==> config.mk <==
export PLATFORM = sky130hd
export DESIGN_NAME = bus_grant_dispatcher
export DESIGN_NICKNAME = d
export VERILOG_FILES = /design/src/rtl/bus_grant_dispatcher.sv
export SDC_FILE = /design/constraint.sdc
export NUM_CORES = 1
export LEC_CHECK = 0
export ABC_AREA = 1
export BUFFER_PORTS_ARGS = -buffer_cell sky130_fd_sc_hd__buf_4
export CAP_MARGIN = 20
export CORE_MARGIN = 4
export CORE_UTILIZATION = 58
export DETAILED_ROUTE_END_ITERATION = 12
export PLACE_DENSITY = 0.94
export SLEW_MARGIN = 30
export SYNTH_ARGS = -nofsm -noshare
export SYNTH_HDL_FRONTEND = slang
export SYNTH_SLANG_ARGS = --single-unit
==> constraint.sdc <==
create_clock -name clk -period 3.8 [get_ports clk]
set_input_delay 0.57 -clock clk [delete_from_list [all_inputs] [get_ports clk]]
set_output_delay 0.57 -clock clk [all_outputs]
set_load 0.05 [all_outputs]
==> src/rtl/bus_grant_dispatcher.sv <==
// Pops requester IDs from a request queue and grants the shared bus to one
// owner at a time, with a hold timeout and a single dead cycle after each grant.
module bus_grant_dispatcher #(
  parameter int unsigned TIMEOUT = 64
) (
  input  logic       clk,
  input  logic       rst,
  input  logic [3:0] buf_out,
  input  logic       buf_empty,
  output logic       rd_en,
  input  logic [7:0] Com_Bus_Req,
  output logic [7:0] Com_Bus_Gnt,
  output logic [3:0] gnt_id,
  output logic       bus_busy,
  output logic       err_bad_id,
  output logic       stale_drop,
  output logic       timeout
);

  localparam logic [7:0] TO_LIM = 8'(TIMEOUT);

  typedef enum logic [2:0] {S_IDLE, S_POP, S_LOAD, S_GRANT, S_RELEASE} state_t;

  state_t     state_q, state_d;
  logic       armed_q, armed_d;
  logic [3:0] id_q, id_d;
  logic [7:0] cnt_q, cnt_d;
  logic       rd_en_q, rd_en_d;
  logic [7:0] gnt_q, gnt_d;
  logic [3:0] gnt_id_q, gnt_id_d;
  logic       busy_q, busy_d;
  logic       err_q, err_d;
  logic       stale_q, stale_d;
  logic       to_q, to_d;

  logic [2:0] ld_idx, own_idx;
  logic       ld_bad;

  assign ld_idx  = buf_out[2:0] - 3'd1;
  assign own_idx = id_q[2:0] - 3'd1;
  assign ld_bad  = (buf_out == 4'd0) || (buf_out > 4'd8);

  always_comb begin
    state_d  = state_q;
    armed_d  = 1'b1;
    id_d     = id_q;
    cnt_d    = 8'd0;
    rd_en_d  = 1'b0;
    gnt_d    = 8'd0;
    gnt_id_d = 4'd0;
    busy_d   = 1'b0;
    err_d    = 1'b0;
    stale_d  = 1'b0;
    to_d     = 1'b0;
    case (state_q)
      S_IDLE: begin
        // armed_q keeps the first post-reset edge from popping
        if (!buf_empty && armed_q) begin
          state_d = S_POP;
          rd_en_d = 1'b1;
        end
      end
      S_POP: state_d = S_LOAD;
      S_LOAD: begin
        if (ld_bad) begin
          state_d = S_IDLE;
          err_d   = 1'b1;
        end else if (!Com_Bus_Req[ld_idx]) begin
          state_d = S_IDLE;
          stale_d = 1'b1;
        end else begin
          state_d        = S_GRANT;
          id_d           = buf_out;
          cnt_d          = 8'd1;
          gnt_d[ld_idx]  = 1'b1;
          gnt_id_d       = buf_out;
          busy_d         = 1'b1;
        end
      end
      S_GRANT: begin
        // a request drop wins over a coincident timeout
        if (!Com_Bus_Req[own_idx]) begin
          state_d = S_RELEASE;
        end else if (cnt_q == TO_LIM) begin
          state_d = S_RELEASE;
          to_d    = 1'b1;
        end else begin
          cnt_d    = cnt_q + 8'd1;
          gnt_d    = gnt_q;
          gnt_id_d = id_q;
          busy_d   = 1'b1;
        end
      end
      S_RELEASE: begin
        state_d = S_IDLE;
        id_d    = 4'd0;
      end
      default: state_d = S_IDLE;
    endcase
  end

  always_ff @(posedge clk or posedge rst) begin
    if (rst) begin
      state_q  <= S_IDLE;
      armed_q  <= 1'b0;
      id_q     <= 4'd0;
      cnt_q    <= 8'd0;
      rd_en_q  <= 1'b0;
      gnt_q    <= 8'd0;
      gnt_id_q <= 4'd0;
      busy_q   <= 1'b0;
      err_q    <= 1'b0;
      stale_q  <= 1'b0;
      to_q     <= 1'b0;
    end else begin
      state_q  <= state_d;
      armed_q  <= armed_d;
      id_q     <= id_d;
      cnt_q    <= cnt_d;
      rd_en_q  <= rd_en_d;
      gnt_q    <= gnt_d;
      gnt_id_q <= gnt_id_d;
      busy_q   <= busy_d;
      err_q    <= err_d;
      stale_q  <= stale_d;
      to_q     <= to_d;
    end
  end

  assign rd_en       = rd_en_q;
  assign Com_Bus_Gnt = gnt_q;
  assign gnt_id      = gnt_id_q;
  assign bus_busy    = busy_q;
  assign err_bad_id  = err_q;
  assign stale_drop  = stale_q;
  assign timeout     = to_q;

endmodule

---- Yosys cells after proc, flatten, opt, wreduce, memory -nomap -nowiden ----
Cells that the tools add are included.
Widths: inputs -> output; s select.
operators by class
  $add $sub $neg .......................... 3
  multipliers ............................. 0
  div/mod/pow operators ................... 0
  $lt $le $gt $ge ......................... 4
  eq/ne operators ......................... 9
  shift operators ......................... 0
  mux-type cells .......................... 45
  bitwise operators ....................... 0
  reductions and logical operators ........ 9
operators by type and width
  cell                 count
  $mux 8               6
  $pmux 8 s2           2
  $mux 4               6
  $mux 1               19
  $pmux 4 s2           2
  $pmux 3 s4           1
  $mux 3               3
  $add 8x1->8 const B  1
  $eq 8x7->1 const B   1
  $lt 3x4->1 const B   2
  $bmux 1 s3           2
  $eq 3x2->1 const B   2
  $ne 2x2->1 const B   3
  $sub 3x1->3 const B  2
  $gt 4x4->1 const B   1
  $logic_not 4->1      1
  $mux 2               2
  $demux 1 s3          1
  $eq 3x1->1 const B   1
  $eq 3x3->1 const B   1
  $ge 3x1->1 const B   1
  $logic_not 3->1      1
  $ne 3x3->1 const B   1
  $reduce_and 3->1     1
  6 further kinds      7
word-level totals
  bits in registers ....................... 33
  bits in latches ......................... 0
  memory bits (writable) .................. 0
  ROM bits ................................ 0
  word-level logic and storage cells ...... 81
  memories ................................ 0

---- Longest topological paths before layout ----
Gate-level depths: netlist (run 1).
  word-level depth ........................ 8
  mapped depth ............................ 12
  depth with buffers taken out ............ 12

---- Worst setup path before layout (run 1) ----
No wires, ideal clock.
  kind .................................... input -> register
  from .................................... in buf_out[0]
  to ...................................... reg id_q[0]
  setup time .............................. 0.073 ns
  arrival time ............................ 1.622 ns
  data required time ...................... 3.727 ns
  path slack .............................. 2.105 ns
  cell stages on the path ................. 9
  buffers on the path ..................... 0
  cells stage by stage .................... inv_2 ha_1 inv_1 nand3_1 nand2_1 nand2_1 nand2_4 nand3_2 a21oi_2
on the way
  longest elaborated chain between the ends .. 5
  elaborated cells on any way between the ends .. 12
  classes of those cells .................. add/sub (1); order compare (1); eq/ne (2); mux (5); reduce/logical (3)
ends and longest elaborated chain
  what                          line  text
  start, declared               8     input logic [3:0] buf_out,
  $sub 3x1->3                   39    assign ld_idx = buf_out[2:0] - 3'd1;
  $bmux 1 s3                    68    end else if (!Com_Bus_Req[ld_idx]) begin
  $mux 1 (implied by the code)  68
  $ne 2x2->1 (no line)          n/a
  $reduce_and 3->1 (no line)    n/a
  end signal, assigned          118   id_q <= id_d;
  end, declared                 26    logic [3:0] id_q, id_d;
Parallel ways exist; a longest one is shown, timed or not. The select of a mux whose other input is x is not followed.
A chain may end at the register's enable or synchronous reset.

---- Worst setup path after layout (run 1) ----
  from .................................... reg cnt_q[0]
  to ...................................... reg gnt_q[1], in the netlist Com_Bus_Gnt[1]
on the way
  longest elaborated chain between the ends .. 2
ends and longest elaborated chain
  what                    line  text
  start, declared         27    logic [7:0] cnt_q, cnt_d;
  start signal, assigned  119   cnt_q <= cnt_d;
  $eq 8x7->1              84    end else if (cnt_q == TO_LIM) begin
  $ne 3x3->1 (no line)    n/a
  end signal, assigned    121   gnt_q <= gnt_d;
  end, declared           29    logic [7:0] gnt_q, gnt_d;
Every way passes these cells.

==> results of run 1 <==
## cell usage in the layout, fill, tap and decap left out, drive strengths merged
cell type / n
ha: 4
o311ai: 1
clkbuf: 7
buf: 32
nor4b: 1
nor2: 19
nand2: 51
nand3: 27
a21oi: 6
conb: 1
o21ai: 11
nand4: 2
nor3: 5
xor2: 4
inv: 26
dfrtp: 33
nor3b: 2
xnor2: 2
## critical path: stages, from the launching register on
cell     delay (ps)
dfrtp_1         400
inv_1            60
ha_1            190
nand2_1          90
nor2_1           50
nor2_1          570
nand2_2         380
nand2_1         200
o21ai_1          80
## worst paths after layout
kind                       startpoint        endpoint  slack (ps)  cells after the start
setup / recovery             cnt_q[0]  Com_Bus_Gnt[1]        1670                      8
hold / removal                    rst         id_q[3]         310                      3
setup reg to reg             cnt_q[0]  Com_Bus_Gnt[1]        1670                      8
hold reg to reg            state_q[2]      state_q[1]         500                      1
max in group asynchronous         rst        cnt_q[0]        3180                      3
min in group clk            buf_empty           rd_en         390                      2
## logic make-up (layout without fill, tap and decap cells)
family	count (synthesis)	count (layout)	share of synthesized area
xor gates and xnor gates	6	6	0.03175
other	1	1	0.002265
AOI/OAI and AO/OA	18	18	0.05895
buffers and inverters	29	65	0.07180
DFF	33	33	0.4989
and+or+nand+nor	107	107	0.3061
adders and majority gates	4	4	0.03024
## cell type report
| type | count | area, um2 | share of cell area |
|---|---|---|---|
| inverter | 26 | 97.59 | 0.04959 |
| multi-input combinational | 136 | 710.7 | 0.3611 |
| clock buffer | 7 | 55.05 | 0.02797 |
| tap | 31 | 38.79 | 0.01971 |
| timing repair buffer | 32 | 240.2 | 0.1221 |
| sequential | 33 | 825.8 | 0.4196 |
## registers in the layout (all words and copies together), names as in the netlist, 3 cells and up
register	cells
cnt_q	8
gnt_id	4
Com_Bus_Gnt	8
state_q	3
id_q	4
## metal layers
metal	routed length, um	share of wire	vias to the layer above	global-route usage
met2	1678	0.50	47	0.3610
met5	0	0	-	0
met4	44	0.013	0	0.08485
met1	1446	0.43	661	0.2558
li1	-	-	702	-
met3	177	0.053	4	0.06289
## power groups by stage
stage | Clock [uW] | Combinational, uW | Sequential (uW)
after floorplan | 0 | 304 | 496
after global placement | 0 | 432 | 445
after detailed placement | 0 | 448 | 447
after CTS | 199 | 450 | 441
after global routing | 213 | 501 | 450
final | 194 | 447 | 441
## metrics by stage
stage / hold WS (ps) / worst slack, ps
floorplan: 462.5 / 2105
global placement: 474.5 / 1793
detailed placement: 486.0 / 1687
CTS: 317.6 / 1663
global route: 333.6 / 1457
finish: 309.3 / 1669
==> metrics.txt, run 1 <==
Post-synth EDFFs=0; switching share of power=0.4173; sequential share of power=0.407; number of iterations in the first detailed-routing pass=4; Top FF cell, synth=dfrtp_1; initial detailed-routing violation count=between 60 and 70; Final HPWL DP=between 2 and 3 mm; Int Power=around 630 uW; Die Width=just over 60 um; Slew Limit Fails=0; CTS Buffer Depth=2; YS warnings=0; DP Area=~1900 um2; top-area cell type share of the netlist area=0.4989; Crit Path Class=register to register; CP max FO=18; synthesized instance count=between 150 and 200; initial antenna violation count=0; GRT overflow=0; Vias=around 1.4k; top-count cell post-synth=nand2_1; Fillers=just over 200; Vias/cell=5.336; clock root buffer master=clkbuf_4; Synth Cell Area=about 1700 um2; worst clock skew=~12 ps; pwr dens=about 550 nW/um2; htree depth=2; final core occ=0.7199; Core Region=2734 um2; post-DR wirelength/cell=12.63 um; async set-or-reset flop fraction in the synthesized netlist=1.000; maximum clock frequency=about 470 MHz; clock share of power=0.179; most area-consuming cells after synthesis=dfrtp_1 (50%), nand2_1 (11%), nand3_1 (7.6%); Final Cell Area=1968 um2; Starting Density=0.6055; WP data required=4020 ps; Worst Setup Start Kind=register; Max-Cap Viols=0; Worst-Margin Slew=between 700 and 800 ps; die area=between 3000 and 4000 um2; gp weighted congestion=0.8350; syn_nets=217; post-synth top area cell=dfrtp_1; first-pass GRT wire length=about 5.8 mm; Yosys reg bits=33; worst vdd ir=just over 500 uV; Total Power=1082 uW; CTS resizes=0; Commonest cells post-synth=nand2_1 (47), dfrtp_1 (33), nand3_1 (25), inv_1 (23), nor2_1 (18); Routed WL=between 3 and 4 mm; CP Data Arrival Time=approximately 2400 ps; port bufs=31; status=completed; Final TNS setup=0 ps; post-CTS setup buffer count=0; Final Hold Fails=0; Layout Cells excl Fill=roughly 270; Psw=451.7 uW; pin count of the biggest net entering global routing=34; min Tclk post-route=about 2100 ps; ANT nets after route=0; LEAKAGE=between 0.001 and 0.0015 uW; Post-CTS Hold Fix Bufs=0; I/O pin cnt=32; Setup Viol. Count Final=0; Sink Count=33; register area share after synthesis=0.4989; Hold Crit Class=primary input to async pin; average cell area after synthesis=between 8 and 9 um2; DIE HEIGHT=a little over 60 um; vias in the first global route=between 1k and 1.5k; combinational fraction of design power=0.413; Syn-to-layout area delta=18.90%; crit share post-route=0.5608; relative slew slack=0.4920; clk slew on worst S/H paths=around 100 ps; CP Capture Type=register; GRT Resource Usage Total=0.2133; layout cell share with drive strength beyond 1=0.2179; DR DRC count=0; fin nets=253; number of buffers created by CTS=5; Rows=19; Netlist cell types=27; # diodes=0; Clk Latency, worst-skew pair=approximately 330 ps; CTS tree=built; Inst Count DP=about 260; RSZ-0062 raised after global routing=false
Note: power is estimated with default switching activity, not from simulation.
==> inputs of run 2 (changes only) <==
Settings changed: CORE_UTILIZATION 58 to 54, PLACE_DENSITY 0.94 to 0.89.
Clock period 3.8 ns to 2 ns, I/O delays scaled along.
==> metrics.txt, run 2 (synthesis results as in run 1) <==
status=completed; post-DR wirelength/cell=12.88 um; RSZ-0062 raised after global routing=false; Global Route met1 Usage=0.2696; switching share of power=0.4204; met2 global-route usage=0.2699; initial detailed-routing violation count=68; GRT overflow=0; Sink Count=33; LEAKAGE=about 0.0011 uW; CP Data Arrival Time=approximately 2100 ps; crit share post-route=0.9017; crit-path cells=inv_2, ha_1, inv_1, nand3_1, nand3_1, nand2_2, nand2_8, nand2_1, o21ai_0; clock share of power=0.191; number of iterations in the first detailed-routing pass=5; worst clock skew=about 14 ps; first-pass GRT wire length=5.947 mm; Levels on crit path=9; Worst-Margin Slew=~540 ps; Buffers & Inverters on Critical Path=2; Final TNS setup=0 ps; Worst Setup Start Kind=register; crit-path leading delay family=simple AND/OR/NAND/NOR gates; worst vdd ir=811.5 uV; GRT Resource Usage Total=0.1863; Hold Crit Class=primary input to register; Vias=~1.4k; CP max-delay cell=dfrtp_2; DR DRC count=0; initial antenna violation count=0; sequential share of power=0.375; # diodes=0; combinational fraction of design power=0.435; port bufs=31; maximum clock frequency=between 500 and 600 MHz; CP max FO=18; relative slew slack=0.6385; DIE HEIGHT=between 60 and 70 um; Final Hold Fails=0; commonest non-fill, non-tap cell in the layout=nand2_1; Most Crowded Layer GR=met2; pin count of the biggest net entering global routing=24; Vias/cell=5.257; Final Cell Area=2023 um2; clk slew on worst S/H paths=roughly 110 ps; CP peak stage delay=approximately 450 ps; htree depth=2; CTS tree=built; CTS Buffer Depth=2; ANT nets after route=0; commonest cells after routing, fill and taps aside=nand2_1 (47), buf_4 (34), dfrtp_1 (32), nand3_1 (25), inv_1 (23); layout cell share with drive strength beyond 1=0.2353; met3 Usage GRT=0.03552; Max-Cap Viols=0; die area=4015 um2; CP Capture Type=register; Crit path top cell by count=nand3_1; Core Region=~2900 um2; Crit Path Class=register to register; clock root buffer master=clkbuf_4; Worst Hold Slack=between 100 and 150 ps; R2R cell count=9; number of buffers created by CTS=5; pwr dens=around 1100 nW/um2; Psw=between 900 and 1000 uW; Fillers=220; Int Power=between 1000 and 1500 uW; fin nets=~260; gp weighted congestion=roughly 0.82; vias in the first global route=around 1.3k; Setup Viol. Count Final=0; Final HPWL DP=roughly 2.6 mm; WP data required=between 2000 and 2500 ps; Syn-to-layout area delta=22.22%; I/O pin cnt=32; DP Area=1928 um2; Clk Latency, worst-skew pair=roughly 330 ps; Starting Density=0.5803; Rows=19; Routed WL=around 3.5 mm; hold-critical path depth=2; Die Width=63.37 um; min Tclk post-route=about 1800 ps; Slew Limit Fails=0
## run 2: changes by cell type in the layout (fill, tap and decap cells not counted)
| cell | change |
|---|---|
| dlygate4sd3_1 | +1 |
| clkbuf_1 | -1 |
| dfrtp_1 | -1 |
| nand2_2 | -1 |
| buf_4 | +2 |
| dfrtp_2 | +1 |
| nand2_8 | +1 |
| clkinv_2 | +1 |
| clkbuf_8 | +1 |
## run 2: worst paths after layout
path	from	to	slack [ps]
setup / recovery	id_q[0]	Com_Bus_Gnt[7]	200
hold / removal	buf_empty	rd_en	120
setup reg to reg	id_q[0]	Com_Bus_Gnt[7]	200
hold reg to reg	armed_q	rd_en	510
max in group asynchronous	rst	id_q[0]	860
min in group asynchronous	rst	bus_busy	500
## run 2: layout make-up
| class | count | area [um2] | area share |
|---|---|---|---|
| clock buffer | 7 | 65.06 | 0.03216 |
| timing repair buffer | 35 | 265.3 | 0.1311 |
| tap | 31 | 38.79 | 0.01917 |
| multi-input combinational | 136 | 724.4 | 0.3581 |
| inverter | 26 | 97.59 | 0.04824 |
| clock inverter | 1 | 5.005 | 0.002474 |
| sequential | 33 | 827.0 | 0.4088 |
## run 2: what timing repair did
action                                  CTS  global route
gates resized for setup                   0             3
endpoints found under the setup margin    0            12
hold buffers                              1             0
endpoints found under the hold margin    10             0
setup buffers                             0             0
## run 2: power by group through the flow
stage               logic [uW]  registers, uW  clock network, uW
floorplan                  577            943                  0
global placement           870            843                  0
detailed placement         910            847                  0
CTS                        919            834                431
global route              1070            852                469
finish                     972            837                426
## run 2: per-stage QoR
step	instances	setup WS [ps]	util	total power [uW]
floorplan	198	437.9	-	1520
global placement	260	226.4	0.6759	1712
detailed placement	260	47.47	0.6759	1757
CTS	269	10.79	0.7039	2184
global route	269	25.09	0.7092	2388
finish	269	196.6	0.7092	2234
## run 2: layer usage
metal / vias up / wire length, um
li1: 711 / -
met1: 649 / 1675
met2: 48 / 1535
met3: 6 / 200
met4: 0 / 54
met5: - / 0
